**config.mk**
```make
export PLATFORM = sky130hd
export DESIGN_NAME = chunked_add_sub
export DESIGN_NICKNAME = d
export VERILOG_FILES = /design/src/rtl/chunked_add_sub.sv
export SDC_FILE = /design/constraint.sdc
export NUM_CORES = 1
export LEC_CHECK = 0
export BUFFER_PORTS_ARGS = -buffer_cell sky130_fd_sc_hd__buf_2
export CORE_MARGIN = 4
export CORE_UTILIZATION = 29
export DETAILED_ROUTE_END_ITERATION = 7
export PLACE_DENSITY_LB_ADDON = 0.1
export SLEW_MARGIN = 10
export SYNTH_ARGS = -nofsm -noshare
export SYNTH_HDL_FRONTEND = slang
export SYNTH_SLANG_ARGS = --single-unit
export TNS_END_PERCENT = 5
```
**constraint.sdc**
```tcl
create_clock -name clk -period 9.9 [get_ports clk]
set_clock_uncertainty 0.2 [all_clocks]
set_input_delay 0.99 -clock clk [delete_from_list [all_inputs] [get_ports clk]]
set_output_delay 0.99 -clock clk [all_outputs]
set_load 0.01 [all_outputs]
```
**src/rtl/chunked_add_sub.sv**
```systemverilog
// Multi-cycle add/subtract: WIDTH-bit operands summed CHUNK bits per clock with a registered carry.
// Optional signed-overflow output enabled by defining ADD_OVERFLOW_EN.
module chunked_add_sub #(
  parameter int WIDTH = 32,
  parameter int CHUNK = 8
) (
  input  logic             clk,
  input  logic             rst_n,
  input  logic             in_valid,
  output logic             in_ready,
  input  logic [WIDTH-1:0] a,
  input  logic [WIDTH-1:0] b,
  input  logic             cin,
  input  logic             sub,
  output logic             out_valid,
  input  logic             out_ready,
  output logic [1:0]       dbg_state,
  output logic [WIDTH-1:0] s,
  output logic             cout
`ifdef ADD_OVERFLOW_EN
  ,
  output logic             ovf
`endif
);

  localparam int NCHUNK = WIDTH / CHUNK;
  localparam int IDXW   = (NCHUNK > 1) ? $clog2(NCHUNK) : 1;
  localparam logic [IDXW-1:0] LAST_IDX = IDXW'(NCHUNK - 1);

  typedef enum logic [1:0] {
    ST_IDLE = 2'd0,
    ST_RUN  = 2'd1,
    ST_DONE = 2'd2
  } state_t;

  // Handshakes: a transfer occurs on a rising edge where valid && ready.
  // in_ready is high only in IDLE; out_valid is high only in DONE and holds until out_ready.
  state_t           state_q, state_d;
  logic [WIDTH-1:0] a_q, a_d;
  logic [WIDTH-1:0] b_q, b_d;
  logic             carry_q, carry_d;
  logic [IDXW-1:0]  idx_q, idx_d;
  logic [WIDTH-1:0] s_q, s_d;
  logic             cout_q, cout_d;
`ifdef ADD_OVERFLOW_EN
  logic             ovf_q, ovf_d;
`endif

  logic [CHUNK-1:0] a_chunk;
  logic [CHUNK-1:0] b_chunk;
  logic [CHUNK:0]   chunk_sum;

  always_comb begin
    a_chunk   = a_q[int'(idx_q)*CHUNK +: CHUNK];
    b_chunk   = b_q[int'(idx_q)*CHUNK +: CHUNK];
    chunk_sum = {1'b0, a_chunk} + {1'b0, b_chunk} + {{CHUNK{1'b0}}, carry_q};
  end

  always_comb begin
    state_d = state_q;
    a_d     = a_q;
    b_d     = b_q;
    carry_d = carry_q;
    idx_d   = idx_q;
    s_d     = s_q;
    cout_d  = cout_q;
`ifdef ADD_OVERFLOW_EN
    ovf_d   = ovf_q;
`endif
    case (state_q)
      ST_IDLE: begin
        if (in_valid) begin
          // Subtraction is a + ~b + !cin, so the inverted operand and carry are stored.
          a_d     = a;
          b_d     = sub ? ~b : b;
          carry_d = cin ^ sub;
          idx_d   = '0;
          state_d = ST_RUN;
        end
      end
      ST_RUN: begin
        s_d[int'(idx_q)*CHUNK +: CHUNK] = chunk_sum[CHUNK-1:0];
        carry_d = chunk_sum[CHUNK];
        if (idx_q == LAST_IDX) begin
          cout_d  = chunk_sum[CHUNK];
`ifdef ADD_OVERFLOW_EN
          // Carry into the MSB recovered from the MSB sum bit and its operand bits.
          ovf_d   = (a_q[WIDTH-1] ^ b_q[WIDTH-1] ^ chunk_sum[CHUNK-1]) ^ chunk_sum[CHUNK];
`endif
          idx_d   = '0;
          state_d = ST_DONE;
        end else begin
          idx_d = idx_q + IDXW'(1);
        end
      end
      ST_DONE: begin
        if (out_ready) state_d = ST_IDLE;
      end
      default: state_d = ST_IDLE;
    endcase
  end

  always_ff @(posedge clk or negedge rst_n) begin
    if (!rst_n) begin
      state_q <= ST_IDLE;
      a_q     <= '0;
      b_q     <= '0;
      carry_q <= 1'b0;
      idx_q   <= '0;
      s_q     <= '0;
      cout_q  <= 1'b0;
`ifdef ADD_OVERFLOW_EN
      ovf_q   <= 1'b0;
`endif
    end else begin
      state_q <= state_d;
      a_q     <= a_d;
      b_q     <= b_d;
      carry_q <= carry_d;
      idx_q   <= idx_d;
      s_q     <= s_d;
      cout_q  <= cout_d;
`ifdef ADD_OVERFLOW_EN
      ovf_q   <= ovf_d;
`endif
    end
  end

  assign in_ready  = (state_q == ST_IDLE);
  assign out_valid = (state_q == ST_DONE);
  assign dbg_state = state_q;
  assign s         = s_q;
  assign cout      = cout_q;
`ifdef ADD_OVERFLOW_EN
  assign ovf       = ovf_q;
`endif

endmodule

```
Yosys cells after proc, flatten, opt, wreduce, memory -nomap -nowiden --
Index checks and enable logic that the tools add are counted. W data, S select, Z words.
Operators by class: shift-type cells 4, add/subtract/negate cells 4, reduce and logical (&&, ||, !) cells 6, muxes and demuxes 11, eq/ne operators 6, bitwise logic cells 2
Operator list (count):
- $shiftx A32 B6 Y8 | 2
- $neg A5 Y33 | 1
- $shift A8 B33 Y32 const A | 1
- $shiftx A8 B33 Y32 | 1
- $bwmux W32 | 1
- $mux W32 | 1
- $not A32 Y32 | 1
- $mux W2 | 5
- $add A8 B8 Y9 | 1
- $add A9 B1 Y9 | 1
- $pmux W2 S3 | 1
- $reduce_and A2 Y1 | 3
- $eq A2 B2 Y1 const B | 2
- $ne A2 B2 Y1 const B | 2
- $pmux W2 S2 | 1
- $reduce_and A3 Y1 | 1
- $add A2 B1 Y2 const B | 1
- $eq A2 B1 Y1 const B | 1
- $logic_not A2 Y1 | 1
- $ne A2 B1 Y1 const B | 1
- $pmux W1 S2 | 1
- $reduce_bool A2 Y1 | 1
- $mux W1 | 1
- $xor A1 B1 Y1 | 1
Word-level totals: output and inout port bits 37, register bits after elaboration 102, input port bits 70

Logic depth before layout (Yosys ltp) --
Gate-level depths: netlist (run 1).
depth after elaboration 5, depth in mapped cells 10, gate-level depth less buffers 8

Worst setup path after synthesis (run 1) --
No wires, ideal clock.
path kind register to register, from reg idx_q[1], to reg s_q[30], in the netlist s[30], cell stages (with the launch flop) 10, path slack 6695 ps, required time 9579 ps, arrival time 2884 ps, cells stage by stage dfrtp_1 > clkbuf_1 > buf_2 > mux4_2 > fa_1 > fa_1 > a21o_1 > a221oi_2 > xnor2_1 > a22o_1
Between the ends: longest elaborated chain between the ends 5, elaborated cells on any way between the ends 8
Ends and longest elaborated chain:
- from (decl) | line 42 | logic [IDXW-1:0] idx_q, idx_d;
- from (signal assigned) | line 120 | idx_q <= idx_d;
- $shiftx A32 B6 Y8, on equally long branches | line 54, 55
- $add A8 B8 Y9 | line 56 | chunk_sum = {1'b0, a_chunk} + {1'b0, b_chunk} + {{CHUNK{1'b0}}, carry_q};
- $add A9 B1 Y9 | line 56
- $shiftx A8 B33 Y32 | line 82 | s_d[int'(idx_q)*CHUNK +: CHUNK] = chunk_sum[CHUNK-1:0];
- $bwmux W32 * | line 82
- to (signal assigned) | line 110 | s_q <= '0;
- to (signal assigned) | line 121 | s_q <= s_d;
- to (decl) | line 43 | logic [WIDTH-1:0] s_q, s_d;
Every way passes the cells marked *; elsewhere a longest branch is shown, timed or not. A chain may end at the register's enable or synchronous reset.

Worst setup path after layout (run 1) --
from reg idx_q[0], to reg cout_q, in the netlist cout
Between the ends: longest elaborated chain between the ends 3, elaborated cells on any way between the ends 6
Ends and longest elaborated chain:
- $shiftx A32 B6 Y8, on equally long branches | line 54, 55
- $add A8 B8 Y9 | line 56
- $add A9 B1 Y9 | line 56
- to (signal assigned) | line 122 | cout_q <= cout_d;
- to (decl) | line 44 | logic cout_q, cout_d;
Several ways; a longest one is shown, not always the timed one.

==> results.py, run 1 <==
metrics = {
    "run_status": {
        "status": "finished, final reports clean",
    },
    "route": {
        "wl_met1_um": 5469,
        "highest_layer": "met4",
        "drc": 0,
        "wl_met2_um": 5826,
        "dr.pass1.iters": 6,
        "routed-via-count": 3283,
        "avgViaCountPerCell": 4.703,
        "ant_nets": 0,
        "wl_per_cell_um": 17.32,
        "routed_wl_um": 12090,
        "drt_iter0_drc": 168,
        "wl_met3_um": 687,
    },
    "setup_path": {
        "r2r_cells": 8,
        "worstSetupStartpointType": "flop",
        "critical-path-slowest-cell": "dfrtp_2",
        "worstPathRequired_ns": 9.93,
        "critPathKind": "flop to flop",
        "path_cells": "mux4_2, fa_1, fa_1, a21o_1, a221oi_2, o21bai_1, a21oi_1, o21ai_0",
        "crit_top_cell": "fa_1",
        "crit_path_max_incr_delay_ns": 0.90,
        "cp.arrival_ns": 3.69,
        "reg2reg_slack_ns": 6.24,
        "end_kind": "flop",
        "r2r-end": "cout",
        "crit_fanout": 24,
        "reg2reg_from": "idx_q[0]",
    },
    "synth": {
        "synth_area_leaders": "dfrtp_1 52%, mux2_2 7.4%, mux4_2 7.4%",
        "yosysTopAreaCell": "dfrtp_1",
        "synth-edff-count": 0,
        "ys.flop_type": "dfrtp_1",
        "syn_area_mm2": 0.004872,
        "synth_simple_gate_area_share_pct": 6.626,
        "synth.area.mux_share_pct": 15.20,
        "synth_top_family_by_area": "multiplexers",
        "syn_inst": 372,
        "synth_xor_area_share_pct": 6.831,
        "syn_nets": 457,
        "ys_ff_latch": 102,
        "synth_seq_area_share_pct": 52.39,
        "synth_compound_area_share_pct": 12.17,
        "async_reset_ff_share_pct": 100.0,
        "synth_fa_ha_area_share_pct": 4.160,
        "avgSynthCellArea_um2": 13.10,
        "yosysWarnings": 0,
        "yosysUniqueCellTypes": 34,
        "yosys.area.top_type_share_pct": 52.39,
    },
    "timing": {
        "rsz0062_at_grt": "no",
        "min_period_over_period_pct": 36.98,
        "finalSetupViolCount": 0,
        "hold_ws_ns": 0.2983,
        "worst_slack_ns": 6.239,
        "slew_viol_final": 0,
        "timing.fmax_mhz": 273.1,
        "setup_tns_ns": 0,
        "finalHoldViolations": 0,
        "maxSlewHeadroom_pct": 32.82,
        "worst_pin_slew_ns": 1.008,
        "fin_crit_ns": 3.661,
    },
    "clocking": {
        "cts_buffers": 9,
        "path_clk_slew_ns": 0.07,
        "cts_hold_buf": 0,
        "cts_tree": "done",
        "htree_levels": 3,
        "clock_sinks": 102,
        "clk_path_buf_depth": 2,
        "cts_root_buffer": "clkbuf_16",
        "post_cts_resized": 0,
        "cts_setup_buffers": 0,
        "clk_latency_ns": 0.35,
    },
    "floorplan": {
        "io_pins": 107,
        "rows": 47,
        "dieWidth_um": 137.6,
        "fp.dieArea_mm2": 0.01894,
        "start_util_pct": 29.48,
        "die_y_um": 137.6,
        "core_mm2": 0.01652,
    },
    "global_routing": {
        "grt_pass1_vias": 3407,
        "grt_overflow": 0,
        "antenna_found_initial": 0,
        "grt_pass1_wl_um": 19050,
        "grt_max_degree": 97,
        "grt_usage_pct": 13.42,
    },
    "placement": {
        "dp_hpwl_um": 8785,
        "gp_congestion": 0.7483,
        "dp_slack_ns": 6.198,
        "dpl_cell_area_mm2": 0.005613,
        "numPortBuffers": 106,
        "dpl.cell_count": 682,
    },
    "pwr": {
        "p_leak_nw": 2.696,
        "power.density_mw_per_mm2": 382.5,
        "peakVddDrop_uv": 146.3,
    },
    "finish": {
        "fin_area_mm2": 0.005944,
        "num-fill-cells": 1660,
        "fin_cells": 698,
        "n_antenna_cell": 0,
        "layout-drive-gt1-share_pct": 38.70,
        "area_delta_synth_final_pct": 22.01,
        "final_nets": 558,
    },
    "worst_hold_path": {
        "hp-start": "s[9]",
        "hold_path_class": "flop to flop",
        "holdPathEnd": "s[9]",
        "holdPathStages": 1,
    },
    "flow_run": {
        "cap_violations": 0,
    },
}
==> synth_stat cells, drive strengths merged (4+ instances only) <==
master  instances
a22o           33
nor2           35
buf            16
o21ai           4
a21oi          36
xnor2          36
nand2           9
inv             7
mux4           16
ha             13
o21bai          4
mux2           32
clkbuf          4
dfrtp         102
==> critical path, delay by kind of cell (launching register included) <==
kind | cells | cell delay, ns
AOI/OAI and AO/OA | 5 | 0.94
adders and majority gates | 2 | 0.88
DFF | 1 | 0.90
muxes | 1 | 0.61
==> placed cells by master, fill, tap and decap left out, types with 2 or more instances in the layout <==
cell       count
a21o_1         3
a21oi_1       36
a22o_1        33
buf_2        105
buf_4          5
bufinv_16      2
clkbuf_16      9
clkinv_4       4
dfrtp_1      101
fa_1           2
ha_1          13
inv_1          7
mux2_2        32
mux2i_1        2
mux4_2        16
nand2_1        5
nand2_4        3
nor2_1        35
nor4b_4        3
o211ai_1       2
o21ai_0        4
o21bai_1       4
xnor2_1       36
xor2_1         2
==> area by class of cell <==
type / count / area, um2 / area share (%)
clock buffers: 9 / 225.2 / 3.789
clock inverters: 7 / 106.4 / 1.789
inverters: 7 / 26.28 / 0.4420
multi-input cells: 243 / 2195 / 36.92
flip-flops and latches: 102 / 2554 / 42.96
well taps: 220 / 275.3 / 4.631
repair buffers: 110 / 563.0 / 9.472
==> per-stage QoR <==
| stage | utilization (%) | power [mW] |
|---|---|---|
| 6_report | 35.97 | 2.274 |
| 5_1_grt | 35.97 | 2.469 |
| 3_5_place_dp | 33.97 | 1.917 |
| 2_1_floorplan | - | 1.570 |
| 4_1_cts | 35.97 | 2.321 |
| 3_3_place_gp | 33.97 | 1.900 |
==> cell families after synthesis <==
logic type,after synthesis
AOI/OAI and AO/OA,86
adders and majority gates,15
muxes,50
buffers and inverters,27
DFF,102
and+or+nand+nor,54
xor gates and xnor gates,38
==> power by group <==
group	internal (mW)	switching [mW]	total (mW)
combinational	0.517	0.644	1.16
sequential	0.597	0.124	0.721
clock	0.225	0.167	0.392
==> how the worst max path moves through the flow <==
stage | start | to | slack, ns
detailed placement | idx_q[0] | cout | 6.20
global placement | idx_q[0] | cout | 6.26
finish | idx_q[0] | cout | 6.24
CTS | idx_q[0] | cout | 6.20
global route | idx_q[0] | carry_q | 6.01
floorplan | idx_q[1] | s[30] | 6.69
==> registers in the layout, summed over array words and instances, names as in the netlist <==
register	count
a_q	32
b_q	32
carry_q	1
cout	1
dbg_state	2
idx_q	2
s	32
==> routing by layer <==
metal  global-route usage, %  vias to the layer above
met2                   21.48                       86
li1                        -                     1545
met1                   17.95                     1645
met5                       0                        -
met3                   4.054                        7
met4                   2.993                        0
No activity file was read; power rests on OpenSTA's default activity.
==> run 2: changes to the inputs <==
clock period = 3.65 ns   (was 9.9 ns; I/O delays follow)
==> run 2 against run 1 <==
First-iteration DRC count fell by 33%; wire length rose by 1.4%; cell count rose by 0.72%; fmax rose by 20%; sequential cell count did not move; critical endpoint unchanged; power rose to 2.7 times the previous value; register-to-register slack got worse by 5.6 ns; sequential share of layout area did not move; via count fell by 2.0%; worst setup slack got worse by 5.6 ns; non-clock buffer count rose by 5; largest power group unchanged; cell area did not move.
==> results.py, run 2 (synthesis results as in run 1) <==
metrics = {
    "clocking": {
        "clock_sinks": 102,
        "path_clk_slew_ns": 0.07,
        "htree_levels": 3,
        "cts_tree": "done",
        "clk_path_buf_depth": 2,
        "cts_root_buffer": "clkbuf_16",
        "cts_buffers": 9,
        "clk_latency_ns": 0.35,
        "cts_setup_buffers": 0,
    },
    "pwr": {
        "comb_power_share_pct": 53.8,
        "power.density_mw_per_mm2": 1027,
        "power.internal_mw": 3.524,
        "switching_share_pct": 42.26,
        "p_leak_nw": 2.694,
        "peakVddDrop_uv": 434.5,
        "p_seq_share_pct": 31.3,
        "p_switching_mw": 2.579,
        "clock_power_share_pct": 14.9,
    },
    "floorplan": {
        "io_pins": 107,
        "start_util_pct": 29.48,
        "dieWidth_um": 137.6,
        "fp.dieArea_mm2": 0.01894,
        "core_mm2": 0.01652,
        "rows": 47,
        "die_y_um": 137.6,
    },
    "setup_path": {
        "crit_fanout": 4,
        "critical-path-slowest-cell": "mux4_2",
        "worstPathRequired_ns": 3.68,
        "crit_path_max_incr_delay_ns": 0.53,
        "end_kind": "flop",
        "critPathKind": "flop to flop",
        "worstSetupStartpointType": "flop",
        "cp.arrival_ns": 3.08,
        "worst-path-buf-inv": 0,
        "path_delay_family": "compound AO/OA/AOI/OAI gates",
        "path_cells": "mux4_2, fa_1, fa_1, a21o_1, a221oi_2, o21bai_1, a21oi_1, o21ai_0",
        "crit_top_cell": "fa_1",
    },
    "global_routing": {
        "grt_pass1_vias": 3475,
        "grt_pass1_wl_um": 19190,
        "grt_overflow": 0,
        "grt_usage_pct": 13.57,
        "antenna_found_initial": 0,
        "grt_max_degree": 59,
    },
    "worst_hold_path": {
        "hold_path_class": "primary input to flop",
    },
    "timing": {
        "setup_tns_ns": 0,
        "finalHoldViolations": 0,
        "timing.fmax_mhz": 327.7,
        "min_period_over_period_pct": 83.61,
        "maxSlewHeadroom_pct": 55.46,
        "rsz0062_at_grt": "no",
        "slew_viol_final": 0,
        "finalSetupViolCount": 0,
        "worst_pin_slew_ns": 0.6680,
        "fin_crit_ns": 3.052,
    },
    "route": {
        "wl_per_cell_um": 17.44,
        "ant_nets": 0,
        "routed-via-count": 3217,
        "avgViaCountPerCell": 4.576,
        "drc": 0,
        "routed_wl_um": 12260,
        "drt_iter0_drc": 113,
        "dr.pass1.iters": 4,
    },
    "finish": {
        "multiInputGateArea_mm2": 0.002195,
        "final_nets": 563,
        "final_cell_mix": "105 x buf_2, 101 x dfrtp_1, 36 x xnor2_1, 36 x a21oi_1, 35 x nor2_1",
        "layout-drive-gt1-share_pct": 38.72,
        "area_delta_synth_final_pct": 22.01,
        "layout_commonest_cell": "buf_2",
        "regArea_mm2": 0.002554,
        "fin_area_mm2": 0.005944,
        "num-fill-cells": 1651,
        "n_antenna_cell": 0,
        "finish.utilization_pct": 35.97,
    },
    "flow_run": {
        "cap_violations": 0,
    },
    "placement": {
        "gp_congestion": 0.7279,
        "dpl_cell_area_mm2": 0.005648,
        "dp_hpwl_um": 9316,
        "numPortBuffers": 106,
    },
    "run_status": {
        "status": "finished, final reports clean",
    },
}
## run 2: cell count changes in the layout (fill, tap and decap cells not counted), sizes merged
| cell | change |
|---|---|
| buf | +3 |
| bufinv | -2 |
| clkbuf | +2 |
| clkinv | -2 |
| clkinvlp | +2 |
| dlygate4sd3 | +2 |
## run 2: worst paths after layout
path | cells after the start | slack (ns) | end | start
worst min register to register | 2 | 0.29 | cout | cout
worst max-delay path | 8 | 0.60 | cout | idx_q[0]
worst min-delay path | 2 | 0.05 | a_q[17] | a[17]
max in group asynchronous | 3 | 2.15 | b_q[3] | rst_n
worst max register to register | 8 | 0.60 | cout | idx_q[0]
min in group asynchronous | 2 | 0.38 | s[19] | rst_n
## run 2: power by group through the flow
stage          clock network, mW  registers (mW)  logic (mW)
3_5_place_dp                   0            1.95        3.35
5_1_grt                    0.984            1.98        3.64
3_3_place_gp                   0            1.93        3.31
4_1_cts                    0.944            1.92        3.36
6_report                   0.907            1.91        3.28
2_1_floorplan                  0            1.88        2.38
## run 2: final cells by class
class / count / area share (%)
sequential: 102 / 42.96
multi-input combinational: 243 / 36.92
timing repair buffer: 115 / 10.40
tap: 220 / 4.631
clock buffer: 11 / 4.083
clock inverter: 5 / 0.5683
inverter: 7 / 0.4420
## run 2: per-layer routing
metal | GRT usage, % | vias up | part of all wire [%]
li1 | - | 1567 | -
met1 | 17.85 | 1554 | 46
met2 | 21.29 | 83 | 47
met3 | 4.018 | 13 | 5.9
met4 | 4.767 | 0 | 1.7
met5 | 0 | - | 0
## run 2: what timing repair did
action                                 4_1_cts  5_1_grt
endpoints found under the hold margin       45        0
hold buffers                                 2        0
resized for setup                            0        0
## run 2: metrics by stage
stage / std cells / power [mW] / setup slack (ns) / hold WS, ns
after floorplan: 372 / 4.258 / 0.4448 / -0.1306
after global placement: 685 / 5.237 / 0.6184 / 0.2164
after detailed placement: 685 / 5.294 / 0.6060 / 0.2155
after CTS: 703 / 6.231 / 0.5969 / 0.02990
after global routing: 703 / 6.604 / 0.4559 / 0.03393
final: 703 / 6.103 / 0.5983 / 0.04567
